## src/rtl/mem_pkg.sv

```systemverilog
// mem_pkg: access-size codes shared with the data memory and the arbiter state enum
package mem_pkg;
  localparam logic [1:0] SIZE_BYTE = 2'b00;
  localparam logic [1:0] SIZE_HALF = 2'b01;
  localparam logic [1:0] SIZE_WORD = 2'b10;
  typedef enum logic [1:0] {IDLE, READ, HOLD, DONE} arb_state_e;
endpackage

```

## src/rtl/data_mem_arbiter_if.sv

```systemverilog
// data_mem_arbiter_if: pipeline, debug-dump and memory-port signals; slave = arbiter, master = surroundings
interface data_mem_arbiter_if #(parameter int NBITS = 32, parameter int CNT_BITS = 10);
  logic                i_pl_en;
  logic                i_pl_write;
  logic [1:0]          i_pl_size;
  logic                i_pl_unsigned;
  logic [NBITS-1:0]    i_pl_addr;
  logic [NBITS-1:0]    i_pl_wdata;
  logic [NBITS-1:0]    o_pl_rdata;
  logic                i_dbg_start;
  logic [NBITS-1:0]    i_dbg_base;
  logic [CNT_BITS-1:0] i_dbg_count;
  logic [NBITS-1:0]    o_dbg_data;
  logic                o_dbg_valid;
  logic                i_dbg_ready;
  logic                o_dbg_busy;
  logic                o_dbg_done;
  logic                o_mem_write_en;
  logic [1:0]          o_mem_size;
  logic                o_mem_unsigned;
  logic [NBITS-1:0]    o_mem_addr;
  logic [NBITS-1:0]    o_mem_wdata;
  logic [NBITS-1:0]    i_mem_rdata;
  modport slave (
    input  i_pl_en, i_pl_write, i_pl_size, i_pl_unsigned, i_pl_addr, i_pl_wdata,
    input  i_dbg_start, i_dbg_base, i_dbg_count, i_dbg_ready, i_mem_rdata,
    output o_pl_rdata, o_dbg_data, o_dbg_valid, o_dbg_busy, o_dbg_done,
    output o_mem_write_en, o_mem_size, o_mem_unsigned, o_mem_addr, o_mem_wdata
  );
  modport master (
    output i_pl_en, i_pl_write, i_pl_size, i_pl_unsigned, i_pl_addr, i_pl_wdata,
    output i_dbg_start, i_dbg_base, i_dbg_count, i_dbg_ready, i_mem_rdata,
    input  o_pl_rdata, o_dbg_data, o_dbg_valid, o_dbg_busy, o_dbg_done,
    input  o_mem_write_en, o_mem_size, o_mem_unsigned, o_mem_addr, o_mem_wdata
  );
endinterface

```

## src/rtl/data_mem_arbiter.sv

```systemverilog
// data_mem_arbiter: pipeline-priority memory mux plus a debug block-dump sequencer (ports: i_clk, i_rst, bus.slave)
module data_mem_arbiter
  import mem_pkg::*;
#(
  parameter int NBITS    = 32,
  parameter int CNT_BITS = 10
) (
  input logic                i_clk,
  input logic                i_rst,
  data_mem_arbiter_if.slave  bus
);
  arb_state_e          state_q, state_d;
  logic [NBITS-1:0]    addr_q, addr_d;
  logic [CNT_BITS-1:0] rem_q, rem_d;
  logic [NBITS-1:0]    data_q, data_d;
  logic                dbg_rd;
  // debug only reads in cycles the pipeline leaves the port free
  assign dbg_rd             = state_q == READ && !bus.i_pl_en;
  assign bus.o_mem_write_en = bus.i_pl_en & bus.i_pl_write;
  assign bus.o_mem_size     = bus.i_pl_en ? bus.i_pl_size : dbg_rd ? SIZE_WORD : 2'b00;
  assign bus.o_mem_unsigned = bus.i_pl_en & bus.i_pl_unsigned;
  assign bus.o_mem_addr     = bus.i_pl_en ? bus.i_pl_addr : dbg_rd ? addr_q : '0;
  assign bus.o_mem_wdata    = bus.i_pl_en ? bus.i_pl_wdata : '0;
  assign bus.o_pl_rdata     = bus.i_mem_rdata;
  assign bus.o_dbg_data     = data_q;
  assign bus.o_dbg_valid    = state_q == HOLD;
  assign bus.o_dbg_busy     = state_q != IDLE;
  assign bus.o_dbg_done     = state_q == DONE;
  always_comb begin
    state_d = state_q;
    addr_d  = addr_q;
    rem_d   = rem_q;
    data_d  = data_q;
    case (state_q)
      IDLE: if (bus.i_dbg_start) begin
        addr_d  = bus.i_dbg_base & ~NBITS'(3);
        rem_d   = bus.i_dbg_count;
        state_d = bus.i_dbg_count != '0 ? READ : DONE;
      end
      READ: if (!bus.i_pl_en) begin
        data_d  = bus.i_mem_rdata;
        state_d = HOLD;
      end
      HOLD: if (bus.i_dbg_ready) begin
        rem_d   = rem_q - 1'b1;
        state_d = rem_q == CNT_BITS'(1) ? DONE : READ;
        addr_d  = rem_q == CNT_BITS'(1) ? addr_q : addr_q + NBITS'(4);
      end
      DONE: state_d = IDLE;
    endcase
  end
  always_ff @(posedge i_clk) begin
    if (i_rst) begin
      state_q <= IDLE;
      addr_q  <= '0;
      rem_q   <= '0;
      data_q  <= '0;
    end else begin
      state_q <= state_d;
      addr_q  <= addr_d;
      rem_q   <= rem_d;
      data_q  <= data_d;
    end
  end
endmodule

```

## src/flat_wrapper.sv

```systemverilog
// flat-port wrapper written by rule: the top's interface ports become plain ports
module data_mem_arbiter_flat import mem_pkg::*;
#(
  parameter int NBITS    = 32,
  parameter int CNT_BITS = 10
)
  (i_clk, i_rst, bus_i_pl_en, bus_i_pl_write, bus_i_pl_size, bus_i_pl_unsigned, bus_i_pl_addr, bus_i_pl_wdata, bus_i_dbg_start, bus_i_dbg_base, bus_i_dbg_count, bus_i_dbg_ready, bus_i_mem_rdata, bus_o_pl_rdata, bus_o_dbg_data, bus_o_dbg_valid, bus_o_dbg_busy, bus_o_dbg_done, bus_o_mem_write_en, bus_o_mem_size, bus_o_mem_unsigned, bus_o_mem_addr, bus_o_mem_wdata);
  data_mem_arbiter_if #(.NBITS(NBITS), .CNT_BITS(CNT_BITS)) bus_i ();
  input logic i_clk;
  input logic i_rst;
  input wire logic [$bits(bus_i.i_pl_en)-1:0] bus_i_pl_en;
  input wire logic [$bits(bus_i.i_pl_write)-1:0] bus_i_pl_write;
  input wire logic [$bits(bus_i.i_pl_size)-1:0] bus_i_pl_size;
  input wire logic [$bits(bus_i.i_pl_unsigned)-1:0] bus_i_pl_unsigned;
  input wire logic [$bits(bus_i.i_pl_addr)-1:0] bus_i_pl_addr;
  input wire logic [$bits(bus_i.i_pl_wdata)-1:0] bus_i_pl_wdata;
  input wire logic [$bits(bus_i.i_dbg_start)-1:0] bus_i_dbg_start;
  input wire logic [$bits(bus_i.i_dbg_base)-1:0] bus_i_dbg_base;
  input wire logic [$bits(bus_i.i_dbg_count)-1:0] bus_i_dbg_count;
  input wire logic [$bits(bus_i.i_dbg_ready)-1:0] bus_i_dbg_ready;
  input wire logic [$bits(bus_i.i_mem_rdata)-1:0] bus_i_mem_rdata;
  output wire logic [$bits(bus_i.o_pl_rdata)-1:0] bus_o_pl_rdata;
  output wire logic [$bits(bus_i.o_dbg_data)-1:0] bus_o_dbg_data;
  output wire logic [$bits(bus_i.o_dbg_valid)-1:0] bus_o_dbg_valid;
  output wire logic [$bits(bus_i.o_dbg_busy)-1:0] bus_o_dbg_busy;
  output wire logic [$bits(bus_i.o_dbg_done)-1:0] bus_o_dbg_done;
  output wire logic [$bits(bus_i.o_mem_write_en)-1:0] bus_o_mem_write_en;
  output wire logic [$bits(bus_i.o_mem_size)-1:0] bus_o_mem_size;
  output wire logic [$bits(bus_i.o_mem_unsigned)-1:0] bus_o_mem_unsigned;
  output wire logic [$bits(bus_i.o_mem_addr)-1:0] bus_o_mem_addr;
  output wire logic [$bits(bus_i.o_mem_wdata)-1:0] bus_o_mem_wdata;
  assign bus_i.i_pl_en = bus_i_pl_en;
  assign bus_i.i_pl_write = bus_i_pl_write;
  assign bus_i.i_pl_size = bus_i_pl_size;
  assign bus_i.i_pl_unsigned = bus_i_pl_unsigned;
  assign bus_i.i_pl_addr = bus_i_pl_addr;
  assign bus_i.i_pl_wdata = bus_i_pl_wdata;
  assign bus_i.i_dbg_start = bus_i_dbg_start;
  assign bus_i.i_dbg_base = bus_i_dbg_base;
  assign bus_i.i_dbg_count = bus_i_dbg_count;
  assign bus_i.i_dbg_ready = bus_i_dbg_ready;
  assign bus_i.i_mem_rdata = bus_i_mem_rdata;
  assign bus_o_pl_rdata = bus_i.o_pl_rdata;
  assign bus_o_dbg_data = bus_i.o_dbg_data;
  assign bus_o_dbg_valid = bus_i.o_dbg_valid;
  assign bus_o_dbg_busy = bus_i.o_dbg_busy;
  assign bus_o_dbg_done = bus_i.o_dbg_done;
  assign bus_o_mem_write_en = bus_i.o_mem_write_en;
  assign bus_o_mem_size = bus_i.o_mem_size;
  assign bus_o_mem_unsigned = bus_i.o_mem_unsigned;
  assign bus_o_mem_addr = bus_i.o_mem_addr;
  assign bus_o_mem_wdata = bus_i.o_mem_wdata;
  data_mem_arbiter #(.NBITS(NBITS), .CNT_BITS(CNT_BITS)) u_core (.i_clk(i_clk), .i_rst(i_rst), .bus(bus_i));
endmodule
```

## config.mk

```make
export PLATFORM = sky130hd
export DESIGN_NAME = data_mem_arbiter_flat
export DESIGN_NICKNAME = d
export VERILOG_FILES = /design/src/rtl/mem_pkg.sv /design/src/rtl/data_mem_arbiter_if.sv /design/src/rtl/data_mem_arbiter.sv /design/src/flat_wrapper.sv
export SDC_FILE = /design/constraint.sdc
export NUM_CORES = 1
export LEC_CHECK = 0
export CORE_MARGIN = 5
export CORE_UTILIZATION = 41
export DETAILED_ROUTE_END_ITERATION = 12
export GPL_TIMING_DRIVEN = 0
export PLACE_DENSITY_LB_ADDON = 0.08
export SLEW_MARGIN = 20
export SYNTH_ARGS = -nofsm -noshare
export SYNTH_HDL_FRONTEND = slang
export SYNTH_SLANG_ARGS = --single-unit
export TNS_END_PERCENT = 10
```

## constraint.sdc

```tcl
create_clock -name i_clk -period 5.3 [get_ports i_clk]
set_clock_uncertainty 0.15 [all_clocks]
set_input_delay 1.325 -clock i_clk [delete_from_list [all_inputs] [get_ports i_clk]]
set_output_delay 1.325 -clock i_clk [all_outputs]
set_load 0.005 [all_outputs]
```

* Word-level counts from Yosys, hierarchy flattened *
Cells that the tools add are included.

cells by class
  bitwise gates (word level) = 3
  equal/unequal tests = 8
  $add $sub $neg = 2
  reductions and logical operators = 10
  mux-type cells = 18

operator list
  cell                                                                     number
  32-bit 2-to-1 mux                                                        6
  32-bit case mux with 2 select lines                                      1
  32-bit by 3-bit adder with 32-bit output (second input constant)         1
  10-bit 2-to-1 mux                                                        2
  10-bit case mux with 2 select lines                                      1
  2-bit 2-to-1 mux                                                         7
  10-bit by 1-bit equality test with 1-bit output (second input constant)  1
  10-bit nonzero test                                                      1
  10-bit by 1-bit subtractor with 10-bit output (second input constant)    1
  2-bit inequality test (second input constant)                            4
  2-bit case mux with 4 select lines                                       1
  3-bit AND reduction                                                      2
  2-bit equality test (second input constant)                              2
  4-bit AND reduction                                                      1
  2-bit nonzero test                                                       2
  1-bit bitwise AND                                                        2
  2-bit by 1-bit equality test with 1-bit output (second input constant)   1
  2-bit logical NOT                                                        1
  2-bit AND reduction                                                      1
  1-bit logical AND                                                        1
  1-bit logical NOT                                                        1
  1-bit NOT                                                                1

storage, ports and cells
  logic and storage cells = 45
  bits in registers = 76
  output and inout port bits = 135
  input port bits = 147

* Logic depth before layout (Yosys ltp) *
Gate-level depths: netlist of run 1.

  depth in word-level cells = 4
  gate-level depth with buffers = 8
  depth with buffers taken out = 7

* Worst setup path after synthesis of run 1 *
Ideal clock, no wire load.

  path type = input to output
  start point = input bus_i_pl_en
  end point = output bus_o_mem_addr[10]
  data arrival time = 2.269 ns
  path buffers = 2
  path slack = 1.556 ns
  stages on the path = 4
  cell sequence = clkbuf_1 > nor3b_1 > clkbuf_1 > a22o_1

between the ends
  longest elaborated chain between the ends = 4

ends and longest elaborated chain
  what                   line                    text
  from (decl)            flat_wrapper.sv:11      input wire logic [$bits(bus_i.i_pl_en)-1:0] bus_i_pl_en;
  1-bit logical NOT      data_mem_arbiter.sv:18  assign dbg_rd = state_q == READ && !bus.i_pl_en;
  1-bit logical AND      data_mem_arbiter.sv:18
  32-bit 2-to-1 mux      data_mem_arbiter.sv:22  assign bus.o_mem_addr = bus.i_pl_en ? bus.i_pl_addr : dbg_rd ? addr_q : '0;
  32-bit 2-to-1 mux (*)  data_mem_arbiter.sv:22
  to (decl)              flat_wrapper.sv:30      output wire logic [$bits(bus_i.o_mem_addr)-1:0] bus_o_mem_addr;

Mark *: on every way between the ends. The rest lies on a longest branch, timed or not.

* Worst setup path in the final report of run 1 *
  start point = input bus_i_pl_en
  end point = output bus_o_mem_addr[12]

The elaborated chain is that of the path after synthesis.

==> reports/results.txt, run 1 <==
area post-placement = 7575 µm²
grt ovf = 0
pin count of the biggest net entering global routing = 15
path type of the worst min-delay path = reg -> reg
kind of critical path = in -> out
final setup violation count = 0
Slew headroom = 31.27%
I/O Pins = 282
crit share post-route = 91.57%
leak pwr = 2.856 nW
M3 GR Usage = 5.337%
Synth area leader = dfxtp_1
CTS tree = done
Max Slew Vio Count = 0
Core Footprint = 10940 µm²
Filler cells = 915
Seq/Total Area, Yosys = 32.09%
std cell rows = 38
commonest non-fill, non-tap cells in the layout = 278 x clkdlybuf4s50_1, 104 x nand2_1, 74 x dfxtp_1
1st-iter DRT viols = 576
CTS resizes = 0
Initial Util = 42.22%
WL per Instance = 18.68 µm
Worst Setup End Kind = primary output
grt met2 use = 49.10%
clock-pin slew on the worst setup and hold paths = 0.06 ns
post-route antenna net violation count = 0
RSZ-0062 raised after global routing = no
post-route cell area = 7886 µm²
area of the multi-input gates = 2643 µm²
Num CTS Buffers = 9
Syn Nets = 764
Setup TNS Final = 0 ns
crit start category = input pin
clock sink count = 74
first-pass GRT wire length = 29610 µm
Routed Wire Length = 19580 µm
Worst Reg2Reg Path Length in Cells = 6
post-synthesis cell area = 4617 µm²
global route hottest layer = met2
layout overhead on the synthesized area = 70.81%
post-DP HPWL = 15170 µm
Via density = 5.528
Peak VDD IR = 0.2088 mV
# DRC = 0
final core utilization = 72.12%
DR pass1 iterations = 5
slew at the pin closest to its max-slew limit = 1.029 ns
Die Y = 116.1 µm
Max Cap Violations = 0
synth unique cells = 68
Die W = 116.1 µm
layout cells sized above 1 = 8.260%
asr flop ratio synth = 0%
Peak Freq = 0.2060 GHz
flops & latches, synth = 74
CP required = 3.83 ns
P per Cell Area = 235.5 nW/µm²
diode count = 0
routing usage on met1 = 33.71%
gr usage total = 27.84%
WHS Path Cells = 2
# hold bufs at CTS = 0
clock tree root driver cell = clkbuf_16
top cells by area, synth = dfxtp_1 32%, nand2_1 8.5%, a21oi_1 7.0%, and2_1 5.6%, buf_4 5.5%
number of global-route vias before repair = 5690
synthesized area per cell = 7.519 µm²
Min Clock Period, post-route = 4.853 ns
Clock Latency Late Sink = 0.33 ns
H-tree Lvls = 3
setup bufs post-CTS = 0
RePlAce Congestion = 0.9241
DIE AREA = 13480 µm²
DR vias = 5793
commonest non-fill, non-tap cell in the layout = clkdlybuf4s50_1
fin nets = 1053
port buffer count = 278
Worst Path Max Fanout = 10
Final Hold Vio Count = 0
Data arrival, critical path = 3.38 ns
initial antenna violation count = 0
Top FF cell, synth = dfxtp_1
status = finished, final reports clean
yosys warns = 0
number of synthesized flops with an enable pin = 0
sequential cell area = 1481 µm²
Worst R2R Setup Slack = 2.74 ns
cells after synthesis = 614
Yosys top cell area share = 32.09%
clock buffer depth = 2
-- registers in the layout (all words and copies together) (netlist names) --
register / cells
u_core.addr_q: 30
u_core.state_q: 2
u_core.rem_q: 10
u_core.bus.o_dbg_data: 32
-- worst paths after layout --
kind	from	end
max	bus_i_pl_en	bus_o_mem_addr[12]
min	u_core.bus.o_dbg_data[13]	u_core.bus.o_dbg_data[13]
max reg2reg	u_core.rem_q[3]	u_core.addr_q[25]
min reg2reg	u_core.bus.o_dbg_data[13]	u_core.bus.o_dbg_data[13]
-- where the power goes --
part / switching, W / leakage, nW / internal [W] / total, W
clock: 0.000258 / 0.150 / 0.000383 / 0.000640
sequential: 0.0000562 / 0.606 / 0.000603 / 0.000659
combinational: 0.000247 / 2.10 / 0.000311 / 0.000558
total: 0.000561 / 2.86 / 0.00130 / 0.00186
-- cell type report --
| cell class | instances | area share (%) |
|---|---|---|
| buffer | 80 | 5.823 |
| clock buffer | 10 | 3.030 |
| clock inverter | 6 | 0.9202 |
| inverter | 9 | 0.4284 |
| multi-input combinational | 451 | 33.51 |
| sequential | 74 | 18.78 |
| tap | 140 | 2.221 |
| timing repair buffer | 278 | 35.28 |
-- critical path: stages --
cell and delay, ns:
clkbuf_1 0.25, nor3b_1 0.51, clkbuf_1 0.54, a22o_1 0.24, clkdlybuf4s50_1 0.50
-- synth_stat cells, drive strengths merged, types with 2 or more instances --
cell and number:
mux2i 3, dfxtp 74, nor2 34, o211ai 3, or4 3, clkbuf 33
a31oi 7, buf 46, a21o 3, a31o 2, nor3b 4, inv 9
nand2 104, and3 2, a22oi 6, and2 41, a211oi 11, o31a 2
o22ai 4, o21ai 21, o221ai 2, nand2b 8, o31ai 2, nand3b 3
a22o 26, nand4 14, nor3 12, or3 3, a2bb2oi 3, o21a 2
nand3 21, a41o 2, a311oi 3, a221oi 2, a21oi 65, o32ai 4
or2 2, nor4 7, ha 3, a2111oi 3
-- cell families (layout without fill, tap and decap cells) --
kind of cell / Yosys count / count (layout) / synth area share [%]
AO/OA/AOI/OAI: 180 / 180 / 25.96
adder cells (fa/ha/maj): 3 / 3 / 0.8131
buffers and inverters: 89 / 383 / 10.68
multiplexers: 3 / 3 / 0.6504
AND/OR/NAND/NOR: 263 / 263 / 29.43
flip-flops: 74 / 74 / 32.09
XOR/XNOR: 2 / 2 / 0.3795
-- stage by stage --
step,total power (W),setup slack (ns),hold WS (ns),std cells
after floorplan,0.0009107,1.556,0.3027,614
after global placement,0.001205,0.4970,0.2916,1032
after detailed placement,0.001220,0.4415,0.2955,1032
after CTS,0.001859,0.4302,0.3047,1048
after global routing,0.001933,0.2698,0.3248,1048
final,0.001857,0.4465,0.3029,1048
-- routing by layer --
metal	up-vias	share of wire, %
li1	2762	-
met1	2655	38
met2	325	51
met3	51	8.7
met4	0	2.8
met5	-	0
(Power assumes the default switching activity.)
==> inputs of run 2 (changes only) <==
--- a/config.mk
+++ b/config.mk
@@ -10,2 +10,3 @@
 export DETAILED_ROUTE_END_ITERATION = 12
+export GPL_ROUTABILITY_DRIVEN = 1
 export GPL_TIMING_DRIVEN = 0
==> constraint.sdc (replaced) <==
create_clock -name i_clk -period 5.3 [get_ports i_clk]
set_clock_uncertainty 0.15 [all_clocks]
set_input_delay 0.53 -clock i_clk [delete_from_list [all_inputs] [get_ports i_clk]]
set_output_delay 0.53 -clock i_clk [all_outputs]
set_load 0.005 [all_outputs]
==> results of run 2 <==
Same layout as run 1 (identical final DEF). Status: finished, final reports clean.
Among the figures that moved: setup slack after placement 0.4415 ns -> 2.031 ns; setup slack after layout 0.4465 ns -> 1.902 ns; start point of the critical path bus_i_pl_en -> u_core.state_q[1]
